### src/rtl/led_mon_pkg.sv
// Shared definitions for the LED rotation monitor: FSM state encoding and
// direction constants used by the monitor and its bench.
package led_mon_pkg;

  typedef enum logic [1:0] {
    ACQ   = 2'd0,
    TRACK = 2'd1,
    FAULT = 2'd2
  } state_t;

  localparam logic DIR_DEC = 1'b0;
  localparam logic DIR_INC = 1'b1;

endpackage

### src/rtl/led_tick_gen.sv
// Sample-strobe generator: a free-running DIV_N-bit counter; tick is high
// for exactly the one clk cycle in which the counter holds all ones.
// The strobe is produced by a register that anticipates the all-ones value,
// so it is glitch-free and needs no output decode.
module led_tick_gen #(
  parameter int DIV_N = 25
) (
  input  logic clk,
  input  logic rst,
  output logic tick
);

  localparam logic [DIV_N-1:0] CNT_ONE = DIV_N'(1'b1);
  localparam logic [DIV_N-1:0] CNT_PRE = {DIV_N{1'b1}} - CNT_ONE;

  logic [DIV_N-1:0] cnt_r;

  // Free-running divider; tick asserts while the counter sits at all ones.
  always_ff @(posedge clk or posedge rst) begin
    if (rst) begin
      cnt_r <= '0;
      tick  <= 1'b0;
    end else begin
      cnt_r <= cnt_r + CNT_ONE;
      tick  <= (cnt_r == CNT_PRE);
    end
  end

endmodule

### src/rtl/led_rotation_monitor.sv
// Receive-side checker for a rotating one-hot LED bus. On every divider
// tick the LED vector is sampled, the lit position encoded, and the step
// relative to the previous accepted position classified as hold, +1, -1
// (with wrap-around) or illegal. Illegal samples latch a sticky fault that
// only clr releases.
// Optional build macro LED_MON_LAP_COUNT_EN adds a saturating lap counter.
module led_rotation_monitor
  import led_mon_pkg::*;
#(
  parameter int WIDTH = 16,
  parameter int POS_W = 4,
  parameter int CNT_W = 8,
  parameter int DIV_N = 25
) (
  input  logic             clk,
  input  logic             rst,
  input  logic             clr,
  input  logic [WIDTH-1:0] led_in,
  output logic [POS_W-1:0] pos,
  output logic             pos_valid,
  output logic             dir,
  output logic             moving,
  output logic             err,
  output logic [CNT_W-1:0] step_cnt,
`ifdef LED_MON_LAP_COUNT_EN
  output logic [CNT_W-1:0] lap_cnt,
`endif
  output logic             tick
);

  localparam logic [POS_W-1:0] POS_LAST = POS_W'(WIDTH - 1);
  localparam logic [POS_W-1:0] POS_ZERO = POS_W'(0);
  localparam logic [POS_W-1:0] POS_ONE  = POS_W'(1);
  localparam logic [CNT_W-1:0] CNT_MAX  = {CNT_W{1'b1}};
  localparam logic [CNT_W-1:0] CNT_ONE  = CNT_W'(1'b1);
  localparam logic [WIDTH-1:0] LED_ONE  = WIDTH'(1'b1);

  // True when exactly one bit of v is set.
  function automatic logic is_onehot(input logic [WIDTH-1:0] v);
    is_onehot = (v != '0) && ((v & (v - LED_ONE)) == '0);
  endfunction

  // Index of the set bit; only meaningful for one-hot input.
  function automatic logic [POS_W-1:0] encode(input logic [WIDTH-1:0] v);
    logic [POS_W-1:0] r;
    r = POS_ZERO;
    for (int i = 0; i < WIDTH; i++) begin
      if (v[i]) r = POS_W'(i);
      else      r = r;
    end
    encode = r;
  endfunction

  // Counter increment that sticks at the maximum value.
  function automatic logic [CNT_W-1:0] sat_inc(input logic [CNT_W-1:0] v);
    if (v == CNT_MAX) sat_inc = v;
    else              sat_inc = v + CNT_ONE;
  endfunction

  logic             tick_s;
  logic             onehot_s;
  logic [POS_W-1:0] idx_s;
  logic [POS_W-1:0] pos_inc_s;
  logic [POS_W-1:0] pos_dec_s;
  logic             same_s;
  logic             inc_s;
  logic             dec_s;

  state_t           state_r;
  state_t           state_nxt_s;

  logic [POS_W-1:0] pos_nxt_s;
  logic             pos_valid_nxt_s;
  logic             dir_nxt_s;
  logic             moving_nxt_s;
  logic             err_nxt_s;
  logic [CNT_W-1:0] step_nxt_s;
`ifdef LED_MON_LAP_COUNT_EN
  logic [CNT_W-1:0] lap_nxt_s;
`endif

  led_tick_gen #(
    .DIV_N (DIV_N)
  ) u_tick_gen (
    .clk  (clk),
    .rst  (rst),
    .tick (tick_s)
  );

  assign tick = tick_s;

  // Classify the sampled vector against the currently tracked position.
  always_comb begin
    onehot_s  = is_onehot(led_in);
    idx_s     = encode(led_in);
    pos_inc_s = (pos == POS_LAST) ? POS_ZERO : (pos + POS_ONE);
    pos_dec_s = (pos == POS_ZERO) ? POS_LAST : (pos - POS_ONE);
    same_s    = (idx_s == pos);
    inc_s     = (idx_s == pos_inc_s);
    dec_s     = (idx_s == pos_dec_s);
  end

  // FSM state register.
  always_ff @(posedge clk or posedge rst) begin
    if (rst) state_r <= ACQ;
    else     state_r <= state_nxt_s;
  end

  // FSM next-state: clr wins over a coincident tick; FAULT ignores ticks.
  always_comb begin
    state_nxt_s = state_r;
    if (clr) begin
      state_nxt_s = ACQ;
    end else if (tick_s) begin
      case (state_r)
        ACQ:     state_nxt_s = onehot_s ? TRACK : FAULT;
        TRACK:   state_nxt_s = (onehot_s && (same_s || inc_s || dec_s)) ? TRACK : FAULT;
        FAULT:   state_nxt_s = FAULT;
        default: state_nxt_s = FAULT;
      endcase
    end else begin
      state_nxt_s = state_r;
    end
  end

  // FSM outputs: next values of the registered observation outputs.
  always_comb begin
    pos_nxt_s       = pos;
    pos_valid_nxt_s = pos_valid;
    dir_nxt_s       = dir;
    moving_nxt_s    = moving;
    err_nxt_s       = err;
    step_nxt_s      = step_cnt;
`ifdef LED_MON_LAP_COUNT_EN
    lap_nxt_s       = lap_cnt;
`endif
    if (clr) begin
      err_nxt_s       = 1'b0;
      pos_valid_nxt_s = 1'b0;
      moving_nxt_s    = 1'b0;
      step_nxt_s      = '0;
`ifdef LED_MON_LAP_COUNT_EN
      lap_nxt_s       = '0;
`endif
    end else if (tick_s) begin
      case (state_r)
        ACQ: begin
          if (onehot_s) begin
            pos_nxt_s       = idx_s;
            pos_valid_nxt_s = 1'b1;
            moving_nxt_s    = 1'b0;
          end else begin
            err_nxt_s       = 1'b1;
            pos_valid_nxt_s = 1'b0;
            moving_nxt_s    = 1'b0;
          end
        end
        TRACK: begin
          if (!onehot_s) begin
            err_nxt_s       = 1'b1;
            pos_valid_nxt_s = 1'b0;
            moving_nxt_s    = 1'b0;
          end else if (same_s) begin
            moving_nxt_s    = 1'b0;
          end else if (inc_s) begin
            pos_nxt_s       = idx_s;
            dir_nxt_s       = DIR_INC;
            moving_nxt_s    = 1'b1;
            step_nxt_s      = sat_inc(step_cnt);
`ifdef LED_MON_LAP_COUNT_EN
            if (pos == POS_LAST) lap_nxt_s = sat_inc(lap_cnt);
            else                 lap_nxt_s = lap_cnt;
`endif
          end else if (dec_s) begin
            pos_nxt_s       = idx_s;
            dir_nxt_s       = DIR_DEC;
            moving_nxt_s    = 1'b1;
            step_nxt_s      = sat_inc(step_cnt);
`ifdef LED_MON_LAP_COUNT_EN
            if (pos == POS_ZERO) lap_nxt_s = sat_inc(lap_cnt);
            else                 lap_nxt_s = lap_cnt;
`endif
          end else begin
            err_nxt_s       = 1'b1;
            pos_valid_nxt_s = 1'b0;
            moving_nxt_s    = 1'b0;
          end
        end
        FAULT: begin
          err_nxt_s       = 1'b1;
          pos_valid_nxt_s = 1'b0;
          moving_nxt_s    = 1'b0;
        end
        default: begin
          err_nxt_s       = 1'b1;
          pos_valid_nxt_s = 1'b0;
          moving_nxt_s    = 1'b0;
        end
      endcase
    end else begin
      err_nxt_s = err;
    end
  end

  // Observation output registers.
  always_ff @(posedge clk or posedge rst) begin
    if (rst) begin
      pos       <= '0;
      pos_valid <= 1'b0;
      dir       <= DIR_DEC;
      moving    <= 1'b0;
      err       <= 1'b0;
      step_cnt  <= '0;
    end else begin
      pos       <= pos_nxt_s;
      pos_valid <= pos_valid_nxt_s;
      dir       <= dir_nxt_s;
      moving    <= moving_nxt_s;
      err       <= err_nxt_s;
      step_cnt  <= step_nxt_s;
    end
  end

`ifdef LED_MON_LAP_COUNT_EN
  // Lap counter register.
  always_ff @(posedge clk or posedge rst) begin
    if (rst) lap_cnt <= '0;
    else     lap_cnt <= lap_nxt_s;
  end
`endif

endmodule

### config.mk
export PLATFORM = sky130hd
export DESIGN_NAME = led_rotation_monitor
export DESIGN_NICKNAME = d
export VERILOG_FILES = /design/src/rtl/led_mon_pkg.sv /design/src/rtl/led_tick_gen.sv /design/src/rtl/led_rotation_monitor.sv
export SDC_FILE = /design/constraint.sdc
export NUM_CORES = 1
export LEC_CHECK = 0
export CORE_MARGIN = 5
export CORE_UTILIZATION = 43
export DETAILED_ROUTE_END_ITERATION = 10
export PLACE_DENSITY = 0.77
export SYNTH_ARGS = -nofsm -noshare
export SYNTH_HDL_FRONTEND = slang
export SYNTH_SLANG_ARGS = --single-unit
### constraint.sdc
create_clock -name clk -period 3.8 [get_ports clk]
set_input_delay 0.76 -clock clk [delete_from_list [all_inputs] [get_ports clk]]
set_output_delay 0.76 -clock clk [all_outputs]
set_load 0.005 [all_outputs]
==> results_dict.tcl <==
set metrics [dict create \
    multiInputGateArea_um2 1592 \
    cts_buffer_depth 2 \
    via_per_inst 5.530 \
    worst_pin_slew_ps 772.5 \
    clock.fmax_ghz 0.2897 \
    core_area_um2 6314 \
    r2r-start "pos[0]" \
    yosysMostFrequentCell "dfrtp_1" \
    cp.required_ps 3990 \
    grt_max_degree 24 \
    grt_pass1_vias 2398 \
    synthCells 298 \
    async_flop_share_pct 100.0 \
    post-cts-setup-buffers 0 \
    post_synth.cell_area_avg_um2 9.355 \
    fin_ws_ps 348.4 \
    setup_tns_ps 0 \
    clk_latency_ps 300 \
    dp.cells 424 \
    ys.flop_type "dfrtp_1" \
    pre_cts_ws_ps 27.75 \
    slew_viol_final 0 \
    fin_crit_sh_pct 90.83 \
    r2r_cells 10 \
    cts_buffers 5 \
    clkTransAtPathRegs_ps 90 \
    min_delay_path_depth 1 \
    track_usage_pct 14.82 \
    drt-initial-drc-count 167 \
    yosysUniqueCellTypes 60 \
    skew_ps 7.105 \
    seq_area_um2 1101 \
    cts_resized 0 \
    reg2reg_setup_slack_ps 950 \
    vias 2389 \
    worstSetupStartpointType "input pin" \
    power_density_nw_per_um2 252.1 \
    synthToLayoutAreaGrowth_pct 24.33 \
    dieArea_um2 8193 \
    pin_count 36 \
    netlist_area_um2 2788 \
    fin_area_um2 3466 \
    drv_cap 0 \
    synth-edff-count 0 \
    fin_nets 378 \
    clkSinkCount 44 \
    placed_cell_area_um2 3368 \
    synth_seq_cells 44 \
    hold_violations 0 \
    globalRouteOverflowTotal 0 \
    leakage_uw 0.001361 \
    synthTopCellsByArea "dfrtp_1 (39%), xnor2_1 (8.2%), nor2_1 (4.2%)" \
    finalWirelength_um 5970 \
    relSlewSlack_pct 48.18 \
    grt_first_pass_wirelength_um 10380 \
    hold_end "u_tick_gen.cnt_r[22]" \
    ir_drop_mv 0.1891 \
    drive_gt1_share_pct 13.80 \
    crit_type "in -> reg" \
    route.detailed.drc 0 \
    drtPass1Iterations 4 \
    ys_seq_area_share_pct 39.50 \
    hold_slack_ps 469.9 \
    die_w_um 90.52 \
    start_util_pct 44.15 \
    cts_tree "built" \
    endpoint_kind "register" \
    yosys.area.top_type "dfrtp_1" \
    fin_cells 432 \
    antenna_left 0 \
    worstHoldStart "u_tick_gen.cnt_r[22]" \
    antenna_found_initial 0 \
    outcome "finished, final reports clean" \
    h-tree-depth 2 \
    n_antenna_cell 0 \
    dp_hpwl_um 4625 \
    r2r_end "step_cnt[5]" \
    min_period_ps 3452 \
    cts.hold.buffers_added 0 \
    critPathArrivalTime_ps 3640 \
    yosysTopAreaCellShare_pct 39.50 \
    port_buffers 35 \
    gp_congestion 0.8056 \
    setup_viol 0 \
    hold_class "reg -> reg" \
    die_y_um 90.52 \
    cts-root-buf "clkbuf_8" \
    crit_path_max_fanout 7 \
    rsz0062_at_grt "no" \
    std_cell_rows 29 \
    yosys_warnings 0 \
    nFillCells 583 \
    synth_commonest_cells "dfrtp_1 (44), nor2_1 (31), xnor2_1 (26)" \
    synth_nets 322 \
    wl_per_cell_um 13.82 \
]
kinds of logic after synthesis:
group                    synth area share, %
XOR/XNOR                               10.37
adder cells (fa/ha/maj)                3.007
AO/OA/AOI/OAI                          15.89
AND/OR/NAND/NOR                        24.37
multiplexers                           3.456
buffers and inverters                  3.411
flip-flops                             39.50
layout make-up:
| class | count | share of cell area (%) |
|---|---|---|
| Timing Repair Buffer | 60 | 15.52 |
| Clock buffer | 6 | 2.383 |
| Clock inverter | 2 | 0.4332 |
| Sequential cell | 44 | 31.77 |
| Tap cell | 77 | 2.780 |
| Inverter | 11 | 1.191 |
| Multi-Input combinational cell | 232 | 45.92 |
sequential cells by signal, indices dropped and copies added, names as in the netlist:
name / cells
step_cnt: 8
u_tick_gen.tick: 1
u_tick_gen.cnt_r: 25
state_r: 2
pos_valid: 1
dir: 1
moving: 1
err: 1
pos: 4
worst max-delay path by stage:
stage / slack (ps) / end / startpoint / depth (start not counted)
after floorplan: 630 / pos[0] / led_in[3] / 6
after global placement: 70 / pos[0] / led_in[3] / 7
after detailed placement: 30 / pos[0] / led_in[1] / 7
after CTS: 350 / pos[0] / led_in[1] / 7
after global routing: 180 / step_cnt[3] / led_in[11] / 9
final: 350 / pos[3] / led_in[1] / 7
routing by layer:
metal	global-route usage [%]	part of all wire (%)	wire length, um	vias up
li1	-	-	-	1195
met3	3.167	4.0	238	9
met4	5.831	1.4	81	0
met2	25.42	50	2979	44
met1	17.97	45	2670	1141
met5	0	0	0	-
stage by stage:
step / power, uW / utilization, %
after detailed placement: 569.6 / 53.35
after floorplan: 517.3 / -
after global routing: 910.3 / 54.90
after global placement: 567.9 / 53.35
after CTS: 881.4 / 54.90
final: 873.7 / 54.90
cell usage in the layout (no fill, tap or decap), drive strengths merged, types with 7 or more instances in the layout:
cell type      count
a21oi             15
buf               25
clkdlybuf4s50     35
dfrtp             44
inv               10
nand2             23
nand3             18
nor2              31
nor4               8
o21ai             12
or4                8
xnor2             26
xor2               7
critical path: stages:
cell and delay, ps:
clkdlybuf4s50_1 500, or4_4 550, maj3_2 320, o31a_1 280, or4_4 570, nor3b_4 300, mux2_1 350
report_power, final:
part | internal (uW) | total (uW) | leakage [uW] | switching, uW
Combinational | 43.6 | 92.2 | 0.000723 | 48.6
Clock | 147 | 314 | 0.0000434 | 167
Sequential | 468 | 468 | 0.000595 | 0.000000306
Total | 659 | 874 | 0.00136 | 215
(Power assumes the default switching activity.)
